## config.mk

```make
export PLATFORM = sky130hd
export DESIGN_NAME = flag_ctrl
export DESIGN_NICKNAME = d
export VERILOG_FILES = /design/src/rtl/flag_pkg.sv /design/src/rtl/flag_reg.sv /design/src/rtl/flag_ctrl.sv
export SDC_FILE = /design/constraint.sdc
export NUM_CORES = 1
export LEC_CHECK = 0
export BUFFER_PORTS_ARGS = -buffer_cell sky130_fd_sc_hd__buf_4
export CORE_MARGIN = 3
export CORE_UTILIZATION = 44
export DETAILED_ROUTE_END_ITERATION = 8
export GPL_ROUTABILITY_DRIVEN = 0
export GPL_TIMING_DRIVEN = 1
export PLACE_DENSITY = 0.69
export RECOVER_POWER = 50
export SLEW_MARGIN = 5
export SYNTH_ARGS = -nofsm -noshare
export SYNTH_HDL_FRONTEND = slang
export SYNTH_SLANG_ARGS = --single-unit
```

## constraint.sdc

```tcl
create_clock -name CLK -period 3.6 [get_ports CLK]
set_input_delay 0.9 -clock CLK [delete_from_list [all_inputs] [get_ports CLK]]
set_output_delay 0.9 -clock CLK [all_outputs]
set_load 0.02 [all_outputs]
```

## src/rtl/flag_pkg.sv

```systemverilog
// Shared types for the flag controller: ISR-nesting state and the {C,Z} pair
// saved on interrupt entry.
package flag_pkg;

  typedef enum logic {
    NORMAL = 1'b0,
    ISR    = 1'b1
  } state_e;

  typedef struct packed {
    logic c;
    logic z;
  } flag_pair_t;

endpackage

```

## src/rtl/flag_reg.sv

```systemverilog
// Single-bit loadable register with asynchronous active-high reset to 0.
module flag_reg (
  input  logic clk_i,
  input  logic rst_i,
  input  logic ld_i,
  input  logic d_i,
  output logic q_o
);

  logic q_q;

  // NOTE: sequential state is always written with non-blocking (<=) so every
  // register samples pre-edge values regardless of process ordering.
  always_ff @(posedge clk_i or posedge rst_i) begin
    if (rst_i) begin
      q_q <= 1'b0;
    end else if (ld_i) begin
      q_q <= d_i;
    end
  end

  assign q_o = q_q;

endmodule

```

## src/rtl/flag_ctrl.sv

```systemverilog
// Carry/zero flag controller with a shadow stack that saves the live flags on
// interrupt entry and restores them on interrupt return.
module flag_ctrl
  import flag_pkg::*;
#(
  parameter int SHAD_DEPTH = 2
) (
  input  logic                              CLK,
  input  logic                              RST,
  input  logic                              ALU_C,
  input  logic                              ALU_Z,
  input  logic                              C_LD,
  input  logic                              Z_LD,
  input  logic                              C_SET,
  input  logic                              C_CLR,
  input  logic                              INT_ACK,
  input  logic                              RETIE,
  output logic                              C_FLAG,
  output logic                              Z_FLAG,
  output logic                              IN_ISR,
  output logic [$clog2(SHAD_DEPTH+1)-1:0]   DEPTH,
  output logic                              ERR
);

  localparam int DW = $clog2(SHAD_DEPTH + 1);
  localparam logic [DW-1:0] FULL_DEPTH = DW'(SHAD_DEPTH);

  logic            c_q, z_q;
  logic            c_ld, z_ld, c_d, z_d;
  logic [DW-1:0]   depth_q, depth_d;
  logic            err_q, err_d;
  state_e          state_q, state_d;

  flag_pair_t      stack_q [SHAD_DEPTH];
  flag_pair_t      rd_pair, wr_pair;
  logic            wr_en;
  logic [DW-1:0]   wr_idx;

  flag_reg u_c_reg (.clk_i(CLK), .rst_i(RST), .ld_i(c_ld), .d_i(c_d), .q_o(c_q));
  flag_reg u_z_reg (.clk_i(CLK), .rst_i(RST), .ld_i(z_ld), .d_i(z_d), .q_o(z_q));

  // Top-of-stack entry (index DEPTH-1); only meaningful when DEPTH>0.
  always_comb begin
    rd_pair = '0;
    for (int i = 0; i < SHAD_DEPTH; i++) begin
      if (depth_q == DW'(i + 1)) rd_pair = stack_q[i];
    end
  end

  // NOTE: every variable assigned in always_comb gets a default first so no
  // path through the if/else tree leaves it unassigned and infers a latch.
  always_comb begin
    depth_d = depth_q;
    err_d   = err_q;
    c_ld    = 1'b0;
    z_ld    = 1'b0;
    c_d     = c_q;
    z_d     = z_q;
    wr_en   = 1'b0;
    wr_idx  = depth_q;
    wr_pair = '{c: c_q, z: z_q};

    if (RETIE && INT_ACK) begin
      // Pop-then-push: the top slot (or slot 0 when empty) takes the live flags.
      c_ld   = 1'b1;
      z_ld   = 1'b1;
      c_d    = 1'b0;
      z_d    = 1'b0;
      wr_en  = 1'b1;
      if (depth_q == '0) begin
        depth_d = DW'(1);
      end else begin
        wr_idx = depth_q - DW'(1);
      end
    end else if (RETIE) begin
      if (depth_q == '0) begin
        err_d = 1'b1;
      end else begin
        c_ld    = 1'b1;
        z_ld    = 1'b1;
        c_d     = rd_pair.c;
        z_d     = rd_pair.z;
        depth_d = depth_q - DW'(1);
      end
    end else if (INT_ACK) begin
      if (depth_q == FULL_DEPTH) begin
        err_d = 1'b1;
      end else begin
        c_ld    = 1'b1;
        z_ld    = 1'b1;
        c_d     = 1'b0;
        z_d     = 1'b0;
        wr_en   = 1'b1;
        depth_d = depth_q + DW'(1);
      end
    end else begin
      c_ld = C_SET | C_CLR | C_LD;
      c_d  = C_SET ? 1'b1 : (C_CLR ? 1'b0 : ALU_C);
      z_ld = Z_LD;
      z_d  = ALU_Z;
    end
  end

  always_comb begin
    state_d = state_q;
    case (state_q)
      NORMAL:  if (depth_d != '0) state_d = ISR;
      ISR:     if (depth_d == '0) state_d = NORMAL;
      default: state_d = NORMAL;
    endcase
  end

  always_ff @(posedge CLK or posedge RST) begin
    if (RST) begin
      depth_q <= '0;
      err_q   <= 1'b0;
      state_q <= NORMAL;
    end else begin
      depth_q <= depth_d;
      err_q   <= err_d;
      state_q <= state_d;
    end
  end

  // NOTE: stack storage is deliberately not reset; DEPTH gates every read,
  // so stale contents never reach an output.
  always_ff @(posedge CLK) begin
    for (int i = 0; i < SHAD_DEPTH; i++) begin
      if (wr_en && wr_idx == DW'(i)) stack_q[i] <= wr_pair;
    end
  end

  assign C_FLAG = c_q;
  assign Z_FLAG = z_q;
  assign DEPTH  = depth_q;
  assign ERR    = err_q;
  assign IN_ISR = (state_q == ISR);

endmodule

```

# Word level (Yosys, flattened, before mapping)
# Memory sizes are Yosys's and may differ from the RTL's.
# Index checks and enable logic that the tools add are counted.
[op_classes]
n_addsub = 2
n_eq_ne = 6
muxes = 45
bitwise_logic = 4
reduce_logical = 13
[ops]
columns = ["op", "count"]
rows = [
  ["$mux W1", 34],
  ["$mux W2", 10],
  ["$logic_not A2 Y1", 3],
  ["$reduce_and A3 Y1", 2],
  ["$reduce_bool A2 Y1", 3],
  ["$eq A2 B1 Y1 const B", 2],
  ["$ne A4 B4 Y1 const B", 1],
  ["$reduce_and A4 Y1", 1],
  ["$logic_and A1 B1 Y1", 3],
  ["$ne A3 B3 Y1 const B", 1],
  ["$add A2 B1 Y2 const B", 1],
  ["$eq A2 B2 Y1 const B", 1],
  ["$ne A2 B1 Y1 const B", 1],
  ["$not A1 Y1", 2],
  ["$or A1 B1 Y1", 2],
  ["$pmux W1 S2", 1],
  ["$reduce_or A2 Y1", 1],
  ["$sub A2 B1 Y2 const B", 1],
]
[word_totals]
reg_bits = 6
mem_bits_rw = 4
out_inout_bits = 6
memories = 1
[mem_list]
columns = ["memory", "depth", "width", "rd", "rd_clocked_by_memory_dff", "write_ports", "line", "source"]
rows = [
  ["stack_q", 2, 2, 2, 0, 1, "flag_ctrl.sv:34", "flag_pair_t stack_q [SHAD_DEPTH];"],
]

# Logic depth before layout (Yosys ltp)
# Gate-level depths: netlist of the first run.
[logic_depth]
word_depth = 10
ltp_mapped = 6
depth_no_buf = 6

# Hierarchy
# A second synthesis of the first run with hierarchy kept.
[unflattened]
hier_cells = 62
hier_area_um2 = 671.9
[modules_own_cells]
columns = ["mod", "instances", "cells_per_inst", "area_each_um2", "seq_area_each_um2"]
rows = [
  ["flag_ctrl", 1, 56, 584.3, 220.2],
  ["flag_reg", 2, 3, 43.8, 25.0],
]

# Worst setup path before layout of the first run
# Ideal clock, no wire load.
[synth_timing]
path_type = "input -> register"
startpoint = "input port RETIE"
endpoint = "memory stack_q[0][0] in the netlist's numbering (enable)"
setup_time_ps = 310
t_arrival_ps = 1513
path_slack_ps = 1777
cell_stages = 4
cell_sequence = "buf_2 -> nand2_1 -> mux2i_1 -> nor2b_1"
[synth_via]
elab_chain_len = 8
word_cells_on_any_way = 15
classes_between = "eq/ne: 1; mux: 9; reduce/logical: 5"
[synth_lines]
columns = ["element", "line", "source"]
rows = [
  ["start: declaration", "flag_ctrl.sv:17", "input logic RETIE,"],
  ["$logic_and A1 B1 Y1", "flag_ctrl.sv:63", "if (RETIE && INT_ACK) begin"],
  ["$mux W2", "flag_ctrl.sv:63", ""],
  ["$eq A2 B1 Y1", "flag_ctrl.sv:129", "if (wr_en && wr_idx == DW'(i)) stack_q[i] <= wr_pair;"],
  ["$logic_and A1 B1 Y1", "flag_ctrl.sv:129", ""],
  ["$mux W1", "flag_ctrl.sv:129", ""],
  ["$mux W1 (implied by the code)", "flag_ctrl.sv:129", ""],
  ["$reduce_or A2 Y1 (no source line)", "--", ""],
  ["$mux W1 (no source line)", "--", ""],
  ["end: declaration", "flag_ctrl.sv:34", ""],
]
# Several ways; a longest one is shown, not always the timed one.

# Final worst setup path of the first run
[layout_timing]
startpoint = "register depth_q[1] (netlist: DEPTH[1])"
endpoint = "register u_c_reg.q_q (netlist: u_c_reg.q_o)"
[layout_via]
elab_chain_len = 6
word_cells_on_any_way = 16
classes_between = "eq/ne: 4; mux: 10; reduce/logical: 2"
[layout_lines]
columns = ["element", "line", "source"]
rows = [
  ["start: declaration", "flag_ctrl.sv:30", "logic [DW-1:0] depth_q, depth_d;"],
  ["start signal: assignment", "flag_ctrl.sv:119", "depth_q <= depth_d;"],
  ["$eq A2 B2 Y1 / $eq A2 B1 Y1 (equally long branches)", "flag_ctrl.sv:46, flag_ctrl.sv:86", ""],
  ["$mux W1 / $mux W2 (equally long branches)", "flag_ctrl.sv:86, flag_ctrl.sv:46", ""],
  ["$mux W1 / $mux W2 (equally long branches)", "flag_ctrl.sv:85, flag_ctrl.sv:46", ""],
  ["$mux W1, on equally long branches", "flag_ctrl.sv:75, flag_ctrl.sv:76", ""],
  ["$mux W1, on equally long branches", "flag_ctrl.sv:63, flag_ctrl.sv:75", ""],
  ["$reduce_and A3 Y1 (no source line) / $mux W1 (equally long branches)", "--", ""],
  ["end signal: assignment", "flag_reg.sv:18", "q_q <= d_i;"],
  ["end: declaration", "flag_reg.sv:10", "logic q_q;"],
]
# Several ways; a longest one is shown, not always the timed one. The select of a mux whose other input is x is not followed.
# A chain may end at the register's enable or synchronous reset.

==> key figures, run 1 <==
Timing
  • Clock skew: 6.077 ps
  • Final Hold Viols: 0
  • Final worst path period share: between 50% and 60%
  • Unrepaired setup endpoints after global routing: no
  • Worst slew pin tran: roughly 340 ps
  • Relative slew margins: ~77%
  • Count of pins over their slew limit: 0
  • Setup Viol. Count Final: 0
  • Final setup TNS: 0 ps
  • FMAX: 547.5 MHz
  • Fin crit period: 1827 ps

Final layout
  • Fillers: 106
  • Flip-flop and latch area: roughly 270 µm²
  • Most frequent cells in the layout: 14 x buf_4, 6 x dfrtp_1, 6 x ha_1
  • Final #Nets: 88
  • Most common cell after layout, fill and taps aside: buf_4
  • Final instance area: around 740 µm²
  • Fraction of layout cells with a size suffix above 1: 33.80%
  • Footprint of the multi-input gates: just over 300 µm²
  • N_diodes: 0
  • Non-filler cells, final: between 80 and 90
  • Area Growth Syn to Fin: 22.47%

CTS
  • Cts-stage hold buffer count: 0
  • Setup Buffers After CTS: 0
  • Clock buffer depth: 2
  • Post_cts resized: 0
  • Clock transition at path regs: 60 ps
  • Htree depth: 1
  • CTS root buffer: clkbuf_4
  • CTS Buf Count: 3
  • CTS Sinks: 10
  • TritonCTS clock tree: built
  • Clk_lat worst skew: between 200 and 300 ps

Floorplanning
  • # rows: 12
  • Die area: 1861 µm²
  • Die width: 43.14 µm
  • Chip height: 43.14 µm
  • Core area: about 1200 µm²
  • Top-level port count: 16
  • Initial core utilization: between 50% and 60%

GRT
  • First-pass GRT wire length: roughly 1800 µm
  • GRT Overall Usage: a little over an eighth
  • Initial antenna violation count: 0
  • Largest net degree at the start of global routing: 14
  • Grt ovf: 0
  • Vias in the first global route: 407

Place
  • Placed Instance Area: a little over 700 µm²
  • Cells after DPL: between 80 and 90
  • Port Buffers: 15
  • Dpl hpwl: ~930 µm

Power and ir drop
  • Worst VDD drop: 0.0003613 V
  • Overall Power: slightly above 0.4 mW
  • Leak: ~0.33 nW
  • Cell Pwr Density: 544.9 nW/µm²

Route
  • Final wirelength: 1160 µm
  • Post-DRT Antenna Nets: 0
  • Routed via count: 440
  • Routed WL per cell: roughly 14 µm
  • DR pass1 iterations: 4
  • Via density: roughly 5.2
  • DRT iter0 DRCs: 3
  • Residual DRC count: 0

Synth
  • Synthesized instance count: 54
  • Yosys warns: 0
  • Mapped cell area: about 610 µm²
  • Post-synth top area share: 24.74%
  • #FFs+latches synth: 10
  • Sequential fraction of the synthesis area: about 45%
  • Syn_area_per_cell: 11.24 µm²
  • Top cells by area, synth: dfrtp_1 25%, edfxtp_1 20%, ha_1 12%
  • Yosys cell types: 27
  • Post-synth top area cell: dfrtp_1
  • Syn nets: 70

Min path
  • Hold path start: ERR
  • Hold Crit Endpoint: ERR
  • Hold path depth: 1
  • Worst min path class: reg2reg

Worst setup path
  • CP required: 3750 ps
  • Setup CP Type: reg2reg
  • R2R depth: 6
  • Worst endpoint data arrival time: a little under 2000 ps
  • R2r endpoint: u_c_reg.q_o
  • Worst reg-to-reg setup slack: 1770 ps
  • CP endpoint kind: register
  • CP startpoint kind: register
  • Reg2reg start: DEPTH[1]
  • Crit-path max FO: 7

Status
  • Outcome: finished clean

Job
  • Max-cap violations: 0
-- synthesized netlist by cell type --
cell	number
a211oi_1	1
a21boi_0	1
a21oi_1	2
a221oi_1	1
a311oi_1	1
buf_2	1
buf_6	1
clkinv_2	1
dfrtp_1	6
edfxtp_1	4
ha_1	6
inv_1	2
mux2_2	2
mux2i_1	1
mux4_2	1
nand2_1	2
nand2_4	1
nand2b_1	1
nand3b_1	3
nor2_1	4
nor2b_1	3
nor3_1	2
o21a_1	1
o21ai_0	3
o21ai_2	1
or2_1	1
or2_2	1
-- worst max-delay path, cell delays in order (launching register included) --
cell        delay, ps
dfrtp_1           470
clkinvlp_2        220
ha_1              240
nand3b_1          100
o21ai_0           160
a21oi_1           180
mux2_2            350
-- worst max path at each step --
stage                         from            end  slack, ps  cells past startpoint
after floorplan              RETIE  stack_q[0][0]       1780                      4
after global placement     INT_ACK    u_c_reg.q_o       1670                      5
after detailed placement   INT_ACK         IN_ISR       1660                      3
after CTS                 DEPTH[1]       DEPTH[1]       1770                      1
after global routing      DEPTH[1]         IN_ISR       1660                      4
final                     DEPTH[1]    u_c_reg.q_o       1770                      6
-- layout make-up --
| class | instances | area share [%] |
|---|---|---|
| multi-input combinational | 39 | 40.91 |
| sequential | 10 | 36.36 |
| timing repair buffer | 15 | 15.15 |
| clock buffer | 4 | 3.535 |
| tap | 14 | 2.357 |
| inverter | 3 | 1.684 |
-- routing by layer --
layer	part of all wire, %	GRT usage [%]	routed length [µm]
met1	48	18.54	556
met2	44	19.17	509
met3	7.7	3.390	89
met4	0.43	5.422	5
met5	0	0	0
-- kinds of logic (layout without fill, tap and decap cells) --
logic type,count (synthesis),in the layout,share of synthesized area [%]
AO/OA/AOI/OAI,11,11,12.17
adder cells (fa/ha/maj),6,6,12.37
buffers and inverters,5,22,4.741
flip-flops,10,10,44.54
multiplexers,4,4,9.072
AND/OR/NAND/NOR,18,18,17.12
-- registers in the layout (all words and copies together), names as in the netlist --
| register | count |
|---|---|
| IN_ISR | 1 |
| u_c_reg.q_o | 1 |
| stack_q | 4 |
| ERR | 1 |
| u_z_reg.q_o | 1 |
| DEPTH | 2 |
-- metrics by stage --
step	hold WS, ps	setup WS [ps]	util, %
5_1_grt	499.8	1661	61.88
3_3_place_gp	455.8	1666	60.00
2_1_floorplan	594.7	1777	-
6_report	481.2	1773	61.88
3_5_place_dp	456.0	1655	60.00
4_1_cts	478.0	1772	62.19
-- where the power goes --
group | internal, mW | switching [mW]
Combinational | 0.0734 | 0.0856
Clock | 0.0427 | 0.0347
Sequential | 0.146 | 0.0227
No activity file was read; power rests on OpenSTA's default activity.
==> run 2: changes to the inputs <==
ABC_AREA = 1   (was default)
PLACE_DENSITY = 0.68   (was 0.69)
clock period = 1.9 ns   (was 3.6 ns; I/O delays follow)
==> run 2 against run 1 <==
Net effect: design area grew 11%; utilization down 1.6 points; die area grew 9.4%; via count grew 32%.
==> key figures, run 2 <==
Synth
  • Sequential fraction of the synthesis area: 40.15% (-4.4 points)
  • Asr flop ratio synth: 60.00% (unchanged)
  • Post-synth top area share: 22.30% (-2.4 points)
  • Yosys cell types: 17 (-37%)
  • Synthesized instance count: 92 (+70%)
  • Cell with the most instances after synthesis: nand2_1
  • Yosys warns: 0 (unchanged)
  • Post-synth top flop: dfrtp_1
  • Syn nets: 108 (+54%)
  • Mapped cell area: 673.1 µm² (+11%)
  • #FFs+latches synth: 10 (unchanged)
  • Top cells by area, synth: dfrtp_1 22%, nand2_1 22%, edfxtp_1 18%
  • Top cells by count, synth: 40 x nand2_1, 15 x inv_1, 6 x dfrtp_1, 6 x ha_1, 6 x nand3_1
  • Syn_area_per_cell: 7.317 µm² (-35%)
  • EDFF count, synth: 4 (unchanged)
  • Post-synth top area cell: dfrtp_1

Final layout
  • Fillers: 120 (+13%)
  • Largest reg by FF count: stack_q
  • N_diodes: 0 (unchanged)
  • Final #Nets: 128 (+45%)
  • Area Growth Syn to Fin: 22.30%
  • Fraction of layout cells with a size suffix above 1: 20.72% (-13 points)
  • Final core occ: 60.26% (-1.6 points)
  • Most common cell after layout, fill and taps aside: nand2_1
  • Max reg flops: 4 (unchanged)
  • Most frequent cells in the layout: 40 x nand2_1, 15 x inv_1, 12 x buf_4

Worst setup path
  • Setup CP Type: reg2reg
  • CP endpoint kind: register
  • Critical-path cell list: inv_1, ha_1, inv_1, nand2_1, nor2_1, a21oi_2, nor2_1
  • Max incr delay on CP: 410 ps (-60 ps)
  • CP required: 1850 ps (-1900 ps)
  • Crit-path max FO: 6 (-1)
  • Slowest CP cell: dfrtp_1
  • Worst endpoint data arrival time: 1600 ps (-370 ps)
  • CP startpoint kind: register

Timing
  • Final worst path period share: 86.66% (+36 points)
  • Relative slew margins: 84.01% (+7.0 points)
  • FMAX: 607.3 MHz (+11%)
  • Final Hold Viols: 0 (unchanged)
  • Unrepaired setup endpoints after global routing: no
  • Final setup TNS: 0 ps (unchanged)
  • Setup Viol. Count Final: 0 (unchanged)
  • Worst slew pin tran: 239.5 ps (-102.4 ps)
  • Fin crit period: 1647 ps (-180.0 ps)
  • Count of pins over their slew limit: 0 (unchanged)
  • Clock skew: 2.847 ps (-3.230 ps)

GRT
  • Largest net degree at the start of global routing: 9 (-5)
  • Initial antenna violation count: 0 (unchanged)
  • Grt ovf: 0 (unchanged)
  • GRT Overall Usage: 14.71% (+1.5 points)
  • First-pass GRT wire length: 2097 µm (+13%)
  • Vias in the first global route: 513 (+26%)

Power and ir drop
  • Comb power frac: 44.4% (+5.1 points)
  • Net Sw Frac: 40.21% (+4.9 points)
  • Overall Power: 0.8557 mW (+110%)
  • Leak: 0.4674 nW (+41%)
  • Flop pwr share: 39.5% (-2.1 points)
  • Cell Pwr Density: 1039 nW/µm² (+91%)
  • Clk pwr share: 16.1% (-3.0 points)
  • Worst VDD drop: 0.0006202 V (+72%)
  • Int Power: 0.5117 mW (+95%)
  • Sw power: 0.3441 mW (+140%)

CTS
  • Clk_lat worst skew: 250 ps (about the same)
  • TritonCTS clock tree: built
  • CTS Buf Count: 3 (unchanged)
  • Setup Buffers After CTS: 0 (unchanged)
  • Htree depth: 1 (unchanged)
  • Clock buffer depth: 2 (unchanged)
  • CTS root buffer: clkbuf_4
  • Cts-stage hold buffer count: 0 (unchanged)
  • Clock transition at path regs: 60 ps (about the same)
  • CTS Sinks: 10 (unchanged)
  • Post_cts resized: 0 (unchanged)

Route
  • Routed WL per cell: 10.42 µm (-24%)
  • Routed via count: 581 (+32%)
  • Via density: 4.611 (-11%)
  • Post-DRT Antenna Nets: 0 (unchanged)
  • Residual DRC count: 0 (unchanged)
  • Post-Route M1 WL: 621 µm (+12%)
  • Top Metal Used: met4
  • DRT iter0 DRCs: 2 (-1)
  • Met2 WL post-DR: 602 µm (+18%)
  • DR pass1 iterations: 2 (-2)
  • Met3 wire length: 77 µm (-13%)
  • Final wirelength: 1313 µm (+13%)

Floorplanning
  • Top-level port count: 16 (unchanged)
  • Chip height: 45.12 µm (+4.6%)
  • Die area: 2035 µm² (+9.4%)
  • Die width: 45.12 µm (+4.6%)
  • Initial core utilization: 49.27% (-1.3 points)
  • Core area: 1366 µm² (+14%)
  • # rows: 13 (+1)

Min path
  • Worst min path class: in2async

Status
  • Outcome: finished clean

Place
  • Port Buffers: 15 (unchanged)
  • Dpl hpwl: 1083 µm (+17%)

Job
  • Max-cap violations: 0 (unchanged)
==> run 2: cell count changes after synthesis, moves of 3 or more <==
cell and change:
inv_1 +13, nand2_1 +38, nand3_1 +6, nor2b_1 -3, nand3b_1 -3
==> run 2: critical path: cells and delay by family (launching register included) <==
family / cells / cell delay [ps]
AND/OR/NAND/NOR: 3 / 330
buffers and inverters: 2 / 230
flip-flops: 1 / 410
adder cells (fa/ha/maj): 1 / 290
AO/OA/AOI/OAI: 1 / 80
==> run 2: kinds of logic (layout without fill, tap and decap cells) <==
| family | after synthesis | after routing | synth area share, % |
|---|---|---|---|
| simple gates | 53 | 53 | 32.53 |
| fa+ha+maj | 6 | 6 | 11.15 |
| buf+inv | 17 | 36 | 9.478 |
| compound gates | 6 | 6 | 6.689 |
| flops | 10 | 10 | 40.15 |
==> run 2: routing by layer <==
layer / GRT usage, % / up-vias
met5: 0 / -
met4: 5.263 / 0
met3: 3.984 / 2
met2: 23.16 / 11
met1: 19.30 / 252
li1: - / 316
==> run 2: cell type report <==
cell class	count	area [µm²]	area share, %
clock inverters	1	3.754	0.4559
repair buffers	15	105.1	12.77
well taps	15	18.77	2.280
clock buffers	3	22.52	2.736
flip-flops and latches	10	270.3	32.83
inverters	17	63.81	7.751
multi-input cells	65	339.1	41.19
==> run 2: power by group through the flow <==
stage	Sequential [mW]	Combinational, mW	Clock, mW
3_5_place_dp	0.342	0.387	0
4_1_cts	0.339	0.389	0.143
6_report	0.338	0.380	0.138
3_3_place_gp	0.342	0.389	0
2_1_floorplan	0.381	0.215	0
5_1_grt	0.344	0.432	0.157
==> run 2: path summary, 6_finish.rpt <==
kind,startpoint,endpoint,slack (ps),cells past startpoint
min in group CLK,ERR,ERR,480,2
hold reg to reg,ERR,ERR,480,2
hold / removal,RST,IN_ISR,140,2
max in group asynchronous,RST,u_c_reg.q_o,1570,2
setup / recovery,DEPTH[0],stack_q[0][3],250,7
setup reg to reg,DEPTH[0],stack_q[0][3],250,7
==> run 2: metrics by stage <==
stage / instances / cell area, µm² / hold slack, ps / worst slack (ps)
CTS: 126 / 830.8 / 140.5 / 266.3
finish: 126 / 823.3 / 136.8 / 253.5
floorplan: 92 / 673.1 / 266.0 / 257.0
global placement: 122 / 804.5 / 411.3 / 337.6
global route: 126 / 823.3 / 140.5 / 84.34
detailed placement: 122 / 804.5 / 414.7 / 278.0
